==> config.mk <==
export PLATFORM = sky130hd
export DESIGN_NAME = irq_jump_ctrl
export DESIGN_NICKNAME = d
export VERILOG_FILES = /design/src/rtl/irq_jump_pkg.sv /design/src/rtl/irq_ret_stack.sv /design/src/rtl/irq_jump_ctrl.sv
export SDC_FILE = /design/constraint.sdc
export NUM_CORES = 1
export LEC_CHECK = 0
export BUFFER_PORTS_ARGS = -buffer_cell sky130_fd_sc_hd__buf_2
export CORE_MARGIN = 3
export CORE_UTILIZATION = 63
export CTS_BUF_LIST = sky130_fd_sc_hd__clkbuf_2 sky130_fd_sc_hd__clkbuf_4 sky130_fd_sc_hd__clkbuf_8
export CTS_CLUSTER_SIZE = 8
export DETAILED_ROUTE_END_ITERATION = 10
export GPL_TIMING_DRIVEN = 1
export MAX_ROUTING_LAYER = met4
export PLACE_DENSITY_LB_ADDON = 0.15
export SYNTH_ARGS = -nofsm -noshare
export SYNTH_HDL_FRONTEND = slang
export SYNTH_SLANG_ARGS = --single-unit
==> constraint.sdc <==
create_clock -name clk -period 3.6 [get_ports clk]
set_input_delay 0.54 -clock clk [delete_from_list [all_inputs] [get_ports clk]]
set_output_delay 0.54 -clock clk [all_outputs]
set_load 0.05 [all_outputs]
==> src/rtl/irq_jump_pkg.sv <==
// Shared types and helpers for the program-flow redirect controller:
// FSM state, priority encoder and interrupt vector computation.
package irq_jump_pkg;

    typedef enum logic {
        RUN    = 1'b0,
        SHADOW = 1'b1
    } state_t;

    localparam int MAX_IRQ = 32;

    typedef struct packed {
        logic       valid;
        logic [5:0] idx;
    } prio_t;

    // Lowest set index wins, matching "channel 0 is highest priority".
    function automatic prio_t prio_enc(input logic [MAX_IRQ-1:0] req);
        prio_t r;
        r.valid = 1'b0;
        r.idx   = '0;
        for (int i = MAX_IRQ - 1; i >= 0; i--) begin
            if (req[i]) begin
                r.valid = 1'b1;
                r.idx   = 6'(i);
            end
        end
        return r;
    endfunction

    function automatic logic [31:0] vec_addr(input logic [31:0] base,
                                             input logic [31:0] stride,
                                             input logic [5:0]  idx);
        return base + stride * {26'd0, idx};
    endfunction

endpackage

==> src/rtl/irq_ret_stack.sv <==
// Return-address LIFO holding {address, interrupted priority level} per entry.
// The controller never requests push and pop in the same cycle.
module irq_ret_stack #(
    parameter int DEPTH  = 4,
    parameter int ADDR_W = 8,
    parameter int LVL_W  = 3
) (
    input  logic              clk,
    input  logic              reset,
    input  logic              push,
    input  logic              pop,
    input  logic [ADDR_W-1:0] push_addr,
    input  logic [LVL_W-1:0]  push_lvl,
    output logic              full,
    output logic              empty,
    output logic [ADDR_W-1:0] top_addr,
    output logic [LVL_W-1:0]  top_lvl
);

    localparam int PTR_W = (DEPTH > 1) ? $clog2(DEPTH) : 1;
    localparam int CNT_W = $clog2(DEPTH + 1);

    logic [ADDR_W-1:0] addr_mem [DEPTH];
    logic [LVL_W-1:0]  lvl_mem  [DEPTH];
    logic [CNT_W-1:0]  cnt;
    logic [PTR_W-1:0]  top_ptr;

    assign full     = (cnt == CNT_W'(DEPTH));
    assign empty    = (cnt == '0);
    assign top_ptr  = PTR_W'(cnt - CNT_W'(1));
    assign top_addr = addr_mem[top_ptr];
    assign top_lvl  = lvl_mem[top_ptr];

    always_ff @(posedge clk) begin
        if (!reset) begin
            cnt <= '0;
        end else if (push && !full) begin
            cnt <= cnt + CNT_W'(1);
        end else if (pop && !empty) begin
            cnt <= cnt - CNT_W'(1);
        end
    end

    // Entry storage carries no reset; occupancy alone defines validity.
    always_ff @(posedge clk) begin
        if (push && !full) begin
            addr_mem[PTR_W'(cnt)] <= push_addr;
            lvl_mem[PTR_W'(cnt)]  <= push_lvl;
        end
    end

endmodule

==> src/rtl/irq_jump_ctrl.sv <==
// Redirect controller: merges jumps, reti and prioritised nestable interrupts
// into one registered PC override, followed by a wrong-path shadow window.
module irq_jump_ctrl
    import irq_jump_pkg::*;
#(
    parameter int ADDR_W      = 8,
    parameter int NUM_IRQ     = 4,
    parameter int STACK_DEPTH = 4,
    parameter int VEC_BASE    = 8'hF0,
    parameter int VEC_STRIDE  = 4,
    parameter int SHADOW_CYC  = 2
) (
    input  logic               clk,
    input  logic               reset,
    input  logic               jmp_req,
    input  logic               cond_met,
    input  logic [ADDR_W-1:0]  jmp_target,
    input  logic               reti,
    input  logic [ADDR_W-1:0]  current_addr,
    input  logic [NUM_IRQ-1:0] irq,
    input  logic [NUM_IRQ-1:0] irq_mask,
    output logic               pc_mux_sel,
    output logic [ADDR_W-1:0]  jmp_loc,
    output logic [NUM_IRQ-1:0] irq_ack,
    output logic               in_isr,
    output logic               stack_full,
    output logic               err_underflow
);

    localparam int LVL_W = $clog2(NUM_IRQ + 1);
    localparam int SH_W  = $clog2(SHADOW_CYC + 2);

    state_t             state;
    logic [SH_W-1:0]    shadow_cnt;
    logic [NUM_IRQ-1:0] irq_prev;
    logic [NUM_IRQ-1:0] pending;
    logic [LVL_W-1:0]   cur_lvl;

    logic [NUM_IRQ-1:0] rise;
    logic [NUM_IRQ-1:0] elig;
    logic [NUM_IRQ-1:0] acc_onehot;
    prio_t              cand;
    logic [LVL_W-1:0]   cand_lvl;
    logic               take_jmp;
    logic               accept;
    logic               do_pop;
    logic               underflow;
    logic               redir;
    logic [ADDR_W-1:0]  redir_loc;
    logic [ADDR_W-1:0]  ret_addr;
    logic [ADDR_W-1:0]  vec;
    logic               stk_full;
    logic               stk_empty;
    logic [ADDR_W-1:0]  top_addr;
    logic [LVL_W-1:0]   top_lvl;

    always_comb begin
        rise     = irq & ~irq_prev;
        take_jmp = jmp_req & cond_met;
        elig     = '0;
        for (int i = 0; i < NUM_IRQ; i++) begin
            elig[i] = pending[i] & ~irq_mask[i] & (i < int'(cur_lvl));
        end
        cand       = prio_enc(32'(elig));
        cand_lvl   = LVL_W'(cand.idx);
        acc_onehot = NUM_IRQ'(1) << cand.idx;
        vec        = ADDR_W'(vec_addr(32'(VEC_BASE), 32'(VEC_STRIDE), cand.idx));
        // A coincident taken jump becomes the return point so it is not lost.
        ret_addr   = take_jmp ? jmp_target : current_addr;

        accept    = (state == RUN) && cand.valid && !stk_full;
        do_pop    = (state == RUN) && !accept && reti && !stk_empty;
        underflow = (state == RUN) && !accept && reti && stk_empty;

        redir     = 1'b0;
        redir_loc = jmp_loc;
        if (accept) begin
            redir     = 1'b1;
            redir_loc = vec;
        end else if (do_pop) begin
            redir     = 1'b1;
            redir_loc = top_addr;
        end else if ((state == RUN) && !reti && take_jmp) begin
            redir     = 1'b1;
            redir_loc = jmp_target;
        end
    end

    irq_ret_stack #(
        .DEPTH (STACK_DEPTH),
        .ADDR_W(ADDR_W),
        .LVL_W (LVL_W)
    ) u_stack (
        .clk      (clk),
        .reset    (reset),
        .push     (accept),
        .pop      (do_pop),
        .push_addr(ret_addr),
        .push_lvl (cur_lvl),
        .full     (stk_full),
        .empty    (stk_empty),
        .top_addr (top_addr),
        .top_lvl  (top_lvl)
    );

    always_ff @(posedge clk) begin
        if (!reset) begin
            state         <= RUN;
            shadow_cnt    <= '0;
            irq_prev      <= '0;
            pending       <= '0;
            cur_lvl       <= LVL_W'(NUM_IRQ);
            pc_mux_sel    <= 1'b0;
            jmp_loc       <= '0;
            irq_ack       <= '0;
            err_underflow <= 1'b0;
        end else begin
            irq_prev   <= irq;
            // A fresh edge on the accepted channel is a new event and re-pends it.
            pending    <= (pending & ~(accept ? acc_onehot : '0)) | rise;
            pc_mux_sel <= redir;
            irq_ack    <= accept ? acc_onehot : '0;

            if (state == SHADOW) begin
                shadow_cnt <= shadow_cnt - SH_W'(1);
                if (shadow_cnt <= SH_W'(1)) state <= RUN;
            end else if (redir) begin
                jmp_loc    <= redir_loc;
                shadow_cnt <= SH_W'(SHADOW_CYC);
                state      <= (SHADOW_CYC > 0) ? SHADOW : RUN;
            end

            if (accept) cur_lvl <= cand_lvl;
            else if (do_pop) cur_lvl <= top_lvl;

            if (underflow) err_underflow <= 1'b1;
        end
    end

    assign in_isr     = !stk_empty;
    assign stack_full = stk_full;

endmodule

==> results of run 1 <==
-- layer usage --
| layer | share of wire [%] | wire length (um) | vias up |
|---|---|---|---|
| li1 | - | - | 916 |
| met1 | 45 | 2510 | 934 |
| met2 | 48 | 2670 | 56 |
| met3 | 5.9 | 330 | 6 |
| met4 | 0.93 | 52 | 0 |
| met5 | 0 | 0 | - |
-- cell type report --
| type | count | area (sq um) | share of cell area, % |
|---|---|---|---|
| multi-input cells | 123 | 1100 | 30.6 |
| flip-flops and latches | 75 | 1940 | 54.0 |
| clock inverters | 3 | 40.0 | 1.11 |
| well taps | 67 | 83.8 | 2.33 |
| clock buffers | 13 | 160 | 4.46 |
| repair buffers | 47 | 243 | 6.75 |
| inverters | 7 | 26.3 | 0.731 |
-- state kept, by name, summed over array words and instances (netlist names) --
register / flops
u_stack.addr_mem: 32
pc_mux_sel: 1
u_stack.lvl_mem: 12
u_stack.cnt: 3
irq_ack: 4
jmp_loc: 8
irq_prev: 4
err_underflow: 1
pending: 4
cur_lvl: 3
state: 1
shadow_cnt: 2
-- worst max path at each step --
stage	start	to	slack, ns	cells past startpoint
after floorplan	u_stack.cnt[0]$_SDFFE_PN0P_	cur_lvl[1]$_SDFFE_PN0P_	1.14	10
after global placement	u_stack.cnt[0]$_SDFFE_PN0P_	u_stack.addr_mem[0][1]$_DFFE_PP_	1.13	6
after detailed placement	u_stack.cnt[0]$_SDFFE_PN0P_	u_stack.addr_mem[2][0]$_DFFE_PP_	0.99	6
after CTS	u_stack.cnt[0]$_SDFFE_PN0P_	u_stack.addr_mem[2][0]$_DFFE_PP_	0.97	6
after global routing	u_stack.cnt[0]$_SDFFE_PN0P_	u_stack.addr_mem[2][1]$_DFFE_PP_	0.68	6
final	u_stack.cnt[0]$_SDFFE_PN0P_	u_stack.addr_mem[2][1]$_DFFE_PP_	1.00	6
-- layout by cell type, fill, tap and decap left out, types with 5 or more instances in the layout --
| master | instances |
|---|---|
| and2_1 | 14 |
| inv_1 | 7 |
| dfxtp_1 | 31 |
| edfxtp_1 | 44 |
| nand2_1 | 5 |
| mux2_2 | 8 |
| mux2i_1 | 5 |
| ha_1 | 6 |
| nor3_1 | 5 |
| buf_2 | 44 |
| nand2b_1 | 6 |
| o21ai_0 | 9 |
| nor2b_1 | 5 |
| mux4_2 | 11 |
| clkbuf_8 | 10 |
-- cells by family after synthesis --
family / after synthesis
fa+ha+maj: 6
compound gates: 40
buf+inv: 19
flops: 75
mux: 24
simple gates: 53
-- metrics by stage --
stage / std cells / hold slack (ns) / instance area (sq um)
2_1_floorplan: 217 / 0.458 / 3140
3_3_place_gp: 319 / 0.444 / 3390
3_5_place_dp: 319 / 0.450 / 3390
4_1_cts: 335 / 0.410 / 3590
5_1_grt: 335 / 0.422 / 3590
6_report: 335 / 0.423 / 3590
-- power by group --
| part | internal [mW] | switching (mW) |
|---|---|---|
| Sequential | 1.11 | 0.0996 |
| Combinational | 0.399 | 0.653 |
| Clock | 0.361 | 0.275 |
| Total | 1.87 | 1.03 |
-- critical path, cell delays in order, from the launching register on --
cell and delay [ns]:
dfxtp_1 0.31, buf_4 0.26, inv_1 0.12, ha_1 0.25
a21oi_1 0.27, o31a_1 0.45, and2_1 0.56
==> key figures, run 1 <==
Synthesis
  • Synth Area in Simple Gates: 11.1%
  • Post-synth top cells: edfxtp_1, dfxtp_1, and2_1, mux4_2, o21ai_0
  • Synth unique cells: 39
  • Top_reg_cell synth: edfxtp_1
  • Mux share of post-synthesis cell area: 12.4%
  • Cell with the most instances after synthesis: edfxtp_1
  • Synth Area per Inst: 14.4 sq um
  • EDFF count, synth: 44
  • Seq/Total Area, Yosys: 61.9%
  • Synth Area in Compound Gates: 9.26%
  • Largest family of logic cells by synthesized area: multiplexers
  • Share of the synthesized area in the top cell type: 42.1%
  • Async set-reset flop share out of synthesis: 0%
  • Adder-Cell Fraction of Synth Area: 2.39%
  • Yosys top cell by area: edfxtp_1
  • Seq cells post-synth: 75
  • Synthesis warning total: 0
  • Dominant cells by area after synthesis: edfxtp_1, dfxtp_1, mux4_2
  • Synth Area in XOR/XNOR: 0%
  • Mapped Cells: 217
  • Synth Cell Area: 3140 sq um
  • Syn nets: 252

Global route
  • Largest net degree at the start of global routing: 34
  • First-pass GRT wire length: 9430 um
  • Layer with the highest usage: met2
  • GR met2 Demand/Resource: 32.9%
  • Vias in the first global route: 1910
  • Met3 GRT Util: 4.26%
  • M1 GR Usage: 29.0%
  • GRT Total Usage: 21.6%
  • Antenna violations before repair: 0
  • Overflow after GRT: 0

Worst setup path
  • Largest fanout on the critical path: 16
  • Reg-to-Reg Start: u_stack.cnt[0]$_SDFFE_PN0P_
  • Reg2reg path depth: 6
  • Startpoint types: flop
  • Critical path class: flop to flop
  • Critical Path RT: 3.56 ns
  • CP endpoint kind: flop
  • CP Data Arrival Time: 2.56 ns
  • Worst reg-to-reg setup slack: 1.00 ns
  • RR Endpoint: u_stack.addr_mem[2][1]$_DFFE_PP_

Floorplanning
  • Die width: 76.5 um
  • Io pins: 45
  • Die Y: 76.5 um
  • Core area: 4750 sq um
  • Die area: 5860 sq um
  • Row Count: 25
  • Starting Density: 65.9%

Power
  • Power, Total: 2.90 mW
  • VDD IR max: 0.572 mV
  • Power Density: 805 nW/um^2
  • P_leak: 1.40 nW

Timing
  • Post-route setup TNS: 0 ns
  • Fin crit period: 2.60 ns
  • Final hold violations: 0
  • Worst Tran Pin Value: 0.850 ns
  • Rel. slew slack: 42.6%
  • Final worst-path cycle share: 72.1%
  • Final setup vio count: 0
  • Unrepaired setup endpoints after global routing: false
  • Clock skew: 0.00890 ns
  • Final max-slew violation count: 0
  • Final worst slack: 1.00 ns
  • FMAX: 385 MHz

Finish
  • NumNets Final: 298
  • Share of post-route cells with drive strength above 1: 32.1%
  • Final design utilization: 75.6%
  • # diodes: 0
  • Area growth syn-to-layout: 14.6%
  • Fillers: 331

Placed design
  • Post-placement setup slack: 0.989 ns
  • HPWL after DPL: 3820 um
  • Port Buffers: 44
  • Gpl congestion: 0.823

Drt
  • Residual DRC: 0
  • Via density: 5.71
  • First-pass iteration count of the detailed router: 4
  • Antenna viol nets, final: 0
  • Routed len/inst: 16.6 um
  • Vias: 1912
  • Routed WL: 5570 um
  • First DRT Iteration DRCs: 113

Min path
  • Hold Startpoint: irq[0]
  • WHS Path Cells: 2
  • Worst Hold Endpoint: irq_prev[0]$_SDFF_PN0_
  • Min-delay worst type: input port to flop

Clock tree
  • CTS sink count: 75
  • H-tree depth: 3
  • TritonCTS clock tree: built
  • Post-CTS Setup Inserts: 0
  • Clock Path Buffers: 2
  • Inserted Clock Buffers: 9
  • Worst-Skew Late Latency: 0.33 ns
  • Post-CTS sizing: 0
  • Clk root buf: clkbuf_8
  • Worst-path clk slew: 0.07 ns
  • Cts hold-fix bufs: 0

Run status
  • Outcome: completed

Flow run
  • Max_cap viols: 0
No activity file was read; power rests on OpenSTA's default activity.
==> run 2, diff against run 1 <==
--- a/config.mk
+++ b/config.mk
@@ -7,7 +7,7 @@
 export LEC_CHECK = 0
 export BUFFER_PORTS_ARGS = -buffer_cell sky130_fd_sc_hd__buf_2
 export CORE_MARGIN = 3
-export CORE_UTILIZATION = 63
+export CORE_UTILIZATION = 59
 export CTS_BUF_LIST = sky130_fd_sc_hd__clkbuf_2 sky130_fd_sc_hd__clkbuf_4 sky130_fd_sc_hd__clkbuf_8
 export CTS_CLUSTER_SIZE = 8
 export DETAILED_ROUTE_END_ITERATION = 10
==> constraint.sdc (replaced) <==
create_clock -name clk -period 2.5 [get_ports clk]
set_input_delay 0.375 -clock clk [delete_from_list [all_inputs] [get_ports clk]]
set_output_delay 0.375 -clock clk [all_outputs]
set_load 0.05 [all_outputs]
==> run 2 against run 1 <==
Against the previous run:
- global-route usage decreased by 0.21 points
- critical path type unchanged
- final cell count increased by 1.2%
- flip-flop and latch count unchanged
- fmax increased by 15%
- via count decreased by 1.2%
- first-iteration DRC count increased by 33%
- cell area increased by 0.77%
- clock skew decreased by 0.0021 ns
- die area increased by 6.2%
- critical path depth unchanged
- non-clock buffer count increased by 4
==> key figures, run 2 (synthesis results as in run 1) <==
Run status
  • Outcome: completed

Finish
  • Fillers: 361
  • # diodes: 0
  • Fin cells: 339
  • NumNets Final: 302
  • Area of the multi-input gates: 1100 sq um
  • Area growth syn-to-layout: 15.5%
  • Max FFs per register: 32
  • Register Area: 1940 sq um
  • Most frequent cells in the layout: buf_2, edfxtp_1, dfxtp_1, and2_1, mux4_2
  • Share of post-route cells with drive strength above 1: 33.1%
  • Final Cell Area: 3620 sq um
  • Largest registers: u_stack.addr_mem x32, u_stack.lvl_mem x12, jmp_loc x8
  • Top reg by flops: u_stack.addr_mem

Power
  • Clock power frac: 21.7%
  • Switching Fraction: 36.3%
  • Internal Pwr Total: 2.68 mW
  • Net Sw Power: 1.53 mW
  • VDD IR max: 0.765 mV
  • P_leak: 1.42 nW
  • Power, Total: 4.21 mW
  • Power Density: 1160 nW/um^2
  • Combinational cell fraction of total power: 36.9%
  • Reg power frac: 41.5%

Clock tree
  • Worst-Skew Late Latency: 0.33 ns
  • CTS sink count: 75
  • Post-CTS Setup Inserts: 0
  • Inserted Clock Buffers: 9
  • Clock Path Buffers: 2
  • Cts hold-fix bufs: 0
  • Post-CTS sizing: 0
  • Clk root buf: clkbuf_8
  • H-tree depth: 3
  • Worst-path clk slew: 0.08 ns
  • TritonCTS clock tree: built

Drt
  • Routed len/inst: 17.5 um
  • Residual DRC: 0
  • Vias: 1890
  • First DRT Iteration DRCs: 150
  • First-pass iteration count of the detailed router: 5
  • Via density: 5.58
  • Routed WL: 5930 um
  • Antenna viol nets, final: 0

Floorplanning
  • Die area: 6230 sq um
  • Row Count: 25
  • Io pins: 45
  • Starting Density: 63.4%
  • Core area: 4940 sq um
  • Die Y: 78.9 um
  • Die width: 78.9 um

Global route
  • Largest net degree at the start of global routing: 34
  • First-pass GRT wire length: 9620 um
  • Antenna violations before repair: 0
  • Vias in the first global route: 1894
  • GRT Total Usage: 21.4%
  • Overflow after GRT: 0

Timing
  • Rel. slew slack: 38.6%
  • Unrepaired setup endpoints after global routing: false
  • Final max-slew violation count: 0
  • Final hold violations: 0
  • FMAX: 443 MHz
  • Final setup vio count: 0
  • Worst Tran Pin Value: 0.910 ns
  • Post-route setup TNS: 0 ns
  • Fin crit period: 2.26 ns
  • Fin Hold WS: 0.254 ns
  • Final worst-path cycle share: 90.3%
  • Clock skew: 0.00676 ns

Worst setup path
  • Largest fanout on the critical path: 10
  • Reg-to-Reg Start: u_stack.cnt[1]$_SDFFE_PN0P_
  • RR Endpoint: u_stack.lvl_mem[1][2]$_DFFE_PP_
  • Reg2reg path depth: 6
  • Critical path class: flop to flop
  • Worst reg-to-reg setup slack: 0.24 ns
  • Critical Path RT: 2.55 ns
  • CP Data Arrival Time: 2.30 ns
  • CP endpoint kind: flop
  • Startpoint types: flop

Flow run
  • Max_cap viols: 0

Min path
  • Worst Hold Endpoint: irq_prev[1]$_SDFF_PN0_
  • WHS Path Cells: 2
  • Hold Startpoint: irq[1]
  • Min-delay worst type: input port to flop

Placed design
  • Port Buffers: 44
  • HPWL after DPL: 3860 um
  • Inst Count DP: 323
  • Gpl congestion: 0.825
  • Post-DP Area: 3420 sq um
-- run 2: final cells by class --
cell class / count / share of cell area, %
Clock buffer: 11 / 4.01
Clock inverter: 5 / 1.45
Inverter: 7 / 0.725
Multi-Input combinational cell: 123 / 30.4
Sequential cell: 75 / 53.6
Tap cell: 67 / 2.31
Timing Repair Buffer: 51 / 7.53
-- run 2: through the flow --
stage          worst slack [ns]  util, %
4_1_cts                   0.225     73.3
2_1_floorplan            0.0437        -
6_report                  0.243     73.3
3_5_place_dp              0.239     69.3
3_3_place_gp              0.351     69.3
5_1_grt                  0.0776     73.3
-- run 2: how the worst max path moves through the flow --
stage / startpoint / end / slack [ns] / cells after the start
after floorplan: u_stack.cnt[0]$_SDFFE_PN0P_ / cur_lvl[1]$_SDFFE_PN0P_ / 0.04 / 10
after detailed placement: u_stack.cnt[1]$_SDFFE_PN0P_ / u_stack.lvl_mem[1][2]$_DFFE_PP_ / 0.24 / 6
after CTS: u_stack.cnt[1]$_SDFFE_PN0P_ / u_stack.lvl_mem[1][2]$_DFFE_PP_ / 0.22 / 6
final: u_stack.cnt[1]$_SDFFE_PN0P_ / u_stack.lvl_mem[1][2]$_DFFE_PP_ / 0.24 / 6
after global routing: u_stack.cnt[1]$_SDFFE_PN0P_ / u_stack.lvl_mem[1][1]$_DFFE_PP_ / 0.08 / 6
after global placement: u_stack.cnt[1]$_SDFFE_PN0P_ / u_stack.lvl_mem[1][1]$_DFFE_PP_ / 0.35 / 6
-- run 2: power by group through the flow --
stage / Combinational, mW / Clock (mW) / Sequential (mW)
after floorplan: 0.987 / 0 / 2.00
after global placement: 1.54 / 0 / 1.76
after detailed placement: 1.56 / 0 / 1.77
after CTS: 1.57 / 0.930 / 1.75
after global routing: 1.68 / 0.984 / 1.78
final: 1.55 / 0.912 / 1.75
-- run 2: layer usage --
metal / track usage (%) / part of all wire (%) / wire length (um)
met5: - / 0 / 0
met3: 5.56 / 3.9 / 234
met2: 32.5 / 49 / 2890
met4: 8.93 / 1.0 / 61
met1: 27.6 / 46 / 2740
-- run 2: critical path, cell delays in order (launching register included) --
cell and delay (ns):
dfxtp_1 0.37, inv_1 0.10, ha_1 0.23, a21oi_1 0.29, o31a_1 0.40, and2_1 0.36, buf_4 0.22
